===== src/rtl/imm_decode_ctrl.sv =====
// rtl/imm_decode_ctrl.sv - RV32I decode-stage sequencer feeding the immediate generator
//
// Classifies fetched instructions into immediate format codes and registers
// inst/pc/type toward execute. Illegal opcodes park the block in TRAP until
// trap_ack. flush kills the held and incoming instruction.
//
// Ports:
//   clk, nRst            clock (rising edge), asynchronous active-low reset
//   in_valid/in_ready    fetch-side handshake carrying inst_i, pc_i
//   flush                synchronous kill, overrides every other control
//   out_valid/out_ready  execute-side handshake carrying inst_o, pc_o, type_o
//   type_o               0 none(R), 1 I, 2 S, 3 SB, 4 UJ, 5 U
//   illegal_o, trap_ack  trap indication and release
//   dec_cnt_o            saturating count of execute-side handshakes
module imm_decode_ctrl #(
  parameter int ADDR_W = 32,
  parameter int CNT_W  = 16
) (
  input  logic              clk,
  input  logic              nRst,
  input  logic              in_valid,
  output logic              in_ready,
  input  logic [31:0]       inst_i,
  input  logic [ADDR_W-1:0] pc_i,
  input  logic              flush,
  output logic              out_valid,
  input  logic              out_ready,
  output logic [31:0]       inst_o,
  output logic [ADDR_W-1:0] pc_o,
  output logic [2:0]        type_o,
  output logic              illegal_o,
  input  logic              trap_ack,
  output logic [CNT_W-1:0]  dec_cnt_o
);

  typedef enum logic [1:0] {
    ST_EMPTY = 2'd0,
    ST_VALID = 2'd1,
    ST_TRAP  = 2'd2
  } state_e;

  state_e              state_q, state_d;
  logic [31:0]         inst_q;
  logic [ADDR_W-1:0]   pc_q;
  logic [2:0]          type_q;
  logic                valid_q;
  logic                illegal_q;
  logic [CNT_W-1:0]    cnt_q, cnt_d;

  logic                dec_legal;
  logic [2:0]          dec_type;
  logic                accept;
  logic                out_fire;

  // Opcode classification; anything unlisted (including compressed encodings
  // with inst_i[1:0] != 2'b11) is illegal.
  always_comb begin
    dec_legal = 1'b1;
    dec_type  = 3'd0;
    case (inst_i[6:0])
      7'b0010011, 7'b0000011, 7'b1100111,
      7'b1110011, 7'b0001111:             dec_type = 3'd1;
      7'b0100011:                         dec_type = 3'd2;
      7'b1100011:                         dec_type = 3'd3;
      7'b1101111:                         dec_type = 3'd4;
      7'b0110111, 7'b0010111:             dec_type = 3'd5;
      7'b0110011:                         dec_type = 3'd0;
      default:                            dec_legal = 1'b0;
    endcase
  end

  assign in_ready = (state_q == ST_EMPTY) | ((state_q == ST_VALID) & out_ready);
  assign accept   = in_valid & in_ready & ~flush;
  assign out_fire = valid_q & out_ready & ~flush;

  always_comb begin
    state_d = state_q;
    if (flush) begin
      state_d = ST_EMPTY;
    end else begin
      case (state_q)
        ST_EMPTY: if (accept) state_d = dec_legal ? ST_VALID : ST_TRAP;
        ST_VALID: begin
          // With out_ready high the slot frees, so a new accept refills it
          // in the same cycle and no bubble appears.
          if (accept)         state_d = dec_legal ? ST_VALID : ST_TRAP;
          else if (out_ready) state_d = ST_EMPTY;
        end
        ST_TRAP:  if (trap_ack) state_d = ST_EMPTY;
        default:  state_d = ST_EMPTY;
      endcase
    end
  end

  always_comb begin
    cnt_d = cnt_q;
    if (out_fire && (cnt_q != {CNT_W{1'b1}})) begin
      cnt_d = cnt_q + {{(CNT_W-1){1'b0}}, 1'b1};
    end
  end

  always_ff @(posedge clk or negedge nRst) begin
    if (!nRst) begin
      state_q   <= ST_EMPTY;
      valid_q   <= 1'b0;
      illegal_q <= 1'b0;
      inst_q    <= '0;
      pc_q      <= '0;
      type_q    <= 3'd0;
      cnt_q     <= '0;
    end else begin
      state_q   <= state_d;
      valid_q   <= (state_d == ST_VALID);
      illegal_q <= (state_d == ST_TRAP);
      cnt_q     <= cnt_d;
      if (accept) begin
        // An illegal instruction is kept for the trap handler with type 0.
        inst_q <= inst_i;
        pc_q   <= pc_i;
        type_q <= dec_legal ? dec_type : 3'd0;
      end
    end
  end

  assign out_valid = valid_q;
  assign illegal_o = illegal_q;
  assign inst_o    = inst_q;
  assign pc_o      = pc_q;
  assign type_o    = type_q;
  assign dec_cnt_o = cnt_q;

endmodule


===== config.mk =====
export PLATFORM = sky130hd
export DESIGN_NAME = imm_decode_ctrl
export DESIGN_NICKNAME = d
export VERILOG_FILES = /design/src/rtl/imm_decode_ctrl.sv
export SDC_FILE = /design/constraint.sdc
export NUM_CORES = 1
export LEC_CHECK = 0
export BUFFER_PORTS_ARGS = -buffer_cell sky130_fd_sc_hd__buf_2
export CAP_MARGIN = 20
export CORE_UTILIZATION = 51
export DETAILED_ROUTE_END_ITERATION = 6
export GPL_TIMING_DRIVEN = 0
export PLACE_DENSITY = 0.85
export SYNTH_ARGS = -nofsm -noshare
export SYNTH_HDL_FRONTEND = slang
export SYNTH_SLANG_ARGS = --single-unit

===== constraint.sdc =====
create_clock -name clk -period 4.1 [get_ports clk]
set_input_delay 1.23 -clock clk [delete_from_list [all_inputs] [get_ports clk]]
set_output_delay 1.23 -clock clk [all_outputs]
set_load 0.01 [all_outputs]

==> flow_metrics.tcl <==
set metrics [dict create \
    worstMarginPinSlew_ns 0.508 \
    initial_utilization_pct 54.1 \
    path_class "in -> out" \
    die_h_um 85.2 \
    maxSlewViolCount 0 \
    drtIter0Drc 72 \
    postCtsSetupRepairBufs 0 \
    clock.fmax_mhz 332 \
    rsz0062_at_grt "no" \
    sw_frac_of_total_pct 27.6 \
    finalSetupTns_ns 0 \
    p_sw_uw 579 \
    synthTopCellsByCount "dfrtp_1, mux2_2, nand2_1, xnor2_1" \
    syn-num-nets 319 \
    min_period_ns 3.01 \
    area_growth_pct 31.4 \
    root_buffer "clkbuf_8" \
    async_reset_ff_share_pct 100 \
    power_frac_seq_pct 50.4 \
    clockPowerShare_pct 28.6 \
    status "complete, no violations" \
    fillCellCount 482 \
    hp-class "reg -> reg" \
    postCtsHoldBufs 0 \
    vias 2559 \
    post-route-period-util_pct 73.4 \
    die-width_um 85.2 \
    regArea_sq_mm 0.00218 \
    post-synth-top-count-cell "dfrtp_1" \
    antenna_found_initial 0 \
    cap_violations 0 \
    cp_max_fo 3 \
    leakage_nw 2.35 \
    grt_first_pass_wirelength_um 12200 \
    multi_input_area_sq_mm 0.00131 \
    cp.arrival_ns 1.78 \
    start_kind "input port" \
    dpl_worst_slack_ns 1.10 \
    grt_pass1_vias 2648 \
    port_buffers 155 \
    gp_congestion 0.781 \
    finalSetupViolations 0 \
    dieArea_sq_mm 0.00727 \
    dp_hpwl_um 5800 \
    synthCells 248 \
    clk_pin_slew_worst_paths_ns 0.08 \
    drtPass1Iterations 4 \
    critical_path.endpoint_type "output port" \
    p_comb_share_pct 21.0 \
    placementRows 29 \
    synth_flop_cell "dfrtp_1" \
    drc 0 \
    fin_worst_skew_ns 0.00800 \
    grt_use_total_pct 22.0 \
    cts_tree "done" \
    postRouteAntennaNets 0 \
    syn_area_per_cell_sq_um 14.2 \
    synth_top_area_cell "dfrtp_1" \
    worstSkewPairLatency_ns 0.34 \
    hold_violations 0 \
    ir_worst_vdd_uv 274 \
    drive_above_1_share_pct 60.2 \
    overflow 0 \
    diodes 0 \
    clockBufferDepth 2 \
    wl_per_cell_um 15.0 \
    yosys_warnings 0 \
    htree_levels 3 \
    ctsResizeCount 0 \
    critPathRequiredTime_ns 2.87 \
    viasPerCell 5.15 \
    fin_ws_ns 1.09 \
    synthesis.area_sq_mm 0.00353 \
    intPower_mw 1.52 \
    maxSlewHeadroom_pct 66.1 \
    cts_buffers 9 \
    core_sq_mm 0.00653 \
    synth.lib_cells_used.distinct 38 \
    netlist_top_cells_area "dfrtp_1, mux2_2, xnor2_1" \
    pin_count 156 \
    wirelength_um 7470 \
    powerDensity_mw_per_mm2 452 \
    grt_max_degree 50 \
    fin_nets 486 \
    ys_seq_area_share_pct 61.6 \
    yosysTopAreaCellShare_pct 61.6 \
    synth_edf_count 0 \
    clock_sinks 87 \
    ys_ff_latch 87 \
]
-- metrics by stage --
stage | total power, mW | hold WS, ns | cells | area [sq um] | utilization (%)
global placement | 1.49 | 0.460 | 480 | 4410 | 67.5
floorplan | 1.29 | 0.516 | 248 | 3530 | -
finish | 2.10 | 0.488 | 497 | 4640 | 71.1
global route | 2.20 | 0.512 | 497 | 4640 | 71.1
detailed placement | 1.52 | 0.469 | 481 | 4440 | 67.9
CTS | 2.13 | 0.489 | 497 | 4640 | 71.1
-- cell usage in the layout (no fill, tap or decap), types with 3 or more instances in the layout --
master	n
nand2_1	12
inv_1	3
nand3_1	7
xor2_1	3
o21ai_0	7
nor2b_1	4
clkbuf_8	10
a21oi_1	4
mux2_2	62
nand4_1	6
nor2_1	5
buf_2	161
clkinvlp_4	3
xnor2_1	10
dfrtp_1	87
nand2b_1	3
-- flip-flops by register name (all words and copies together) (netlist names) --
name,cells
type_o,3
out_valid,1
inst_o,32
dec_cnt_o,16
illegal_o,1
pc_o,32
state_q,2
-- cell families (layout without fill, tap and decap cells) --
logic type,Yosys count,in the layout,share of synthesized area [%]
compound gates,21,21,3.93
xor+xnor,13,13,3.22
fa+ha+maj,1,1,0.354
buf+inv,11,183,1.42
flops,87,87,61.6
mux,64,64,20.6
simple gates,51,51,8.85
-- cell type report --
type	count	area share, %
Buffer	8	0.836
Clock buffer	10	2.96
Clock inverter	6	1.48
Inverter	3	0.243
Multi-Input combinational cell	150	28.1
Sequential cell	87	46.9
Tap cell	77	2.08
Timing Repair Buffer	156	17.4
-- worst max-delay path: stages --
cell	delay [ns]
buf_2	0.11
nand2b_1	0.16
nor2b_1	0.14
buf_2	0.14
-- per-layer routing --
| metal | part of all wire [%] | GRT usage [%] |
|---|---|---|
| met1 | 39 | 24.6 |
| met2 | 54 | 39.1 |
| met3 | 5.5 | 6.42 |
| met4 | 2.0 | 9.55 |
| met5 | 0 | 0 |
-- final timing paths --
kind / slack, ns / depth (start not counted) / from / endpoint
worst min register to register: 0.49 / 2 / type_o[0] / type_o[0]
worst max-delay path: 1.09 / 4 / out_ready / in_ready
worst min-delay path: 0.49 / 2 / type_o[0] / type_o[0]
worst max register to register: 2.41 / 5 / dec_cnt_o[0] / dec_cnt_o[4]
min in group asynchronous: 0.84 / 1 / nRst / pc_o[0]
max in group asynchronous: 2.65 / 2 / nRst / inst_o[0]
-- power by group through the flow --
stage / registers, mW / clock network [mW] / logic [mW]
final: 1.06 / 0.601 / 0.441
after global routing: 1.07 / 0.649 / 0.479
after CTS: 1.06 / 0.620 / 0.448
after detailed placement: 1.08 / 0 / 0.447
after global placement: 1.06 / 0 / 0.429
after floorplan: 1.14 / 0 / 0.152
Note: power is estimated with default switching activity, not from simulation.
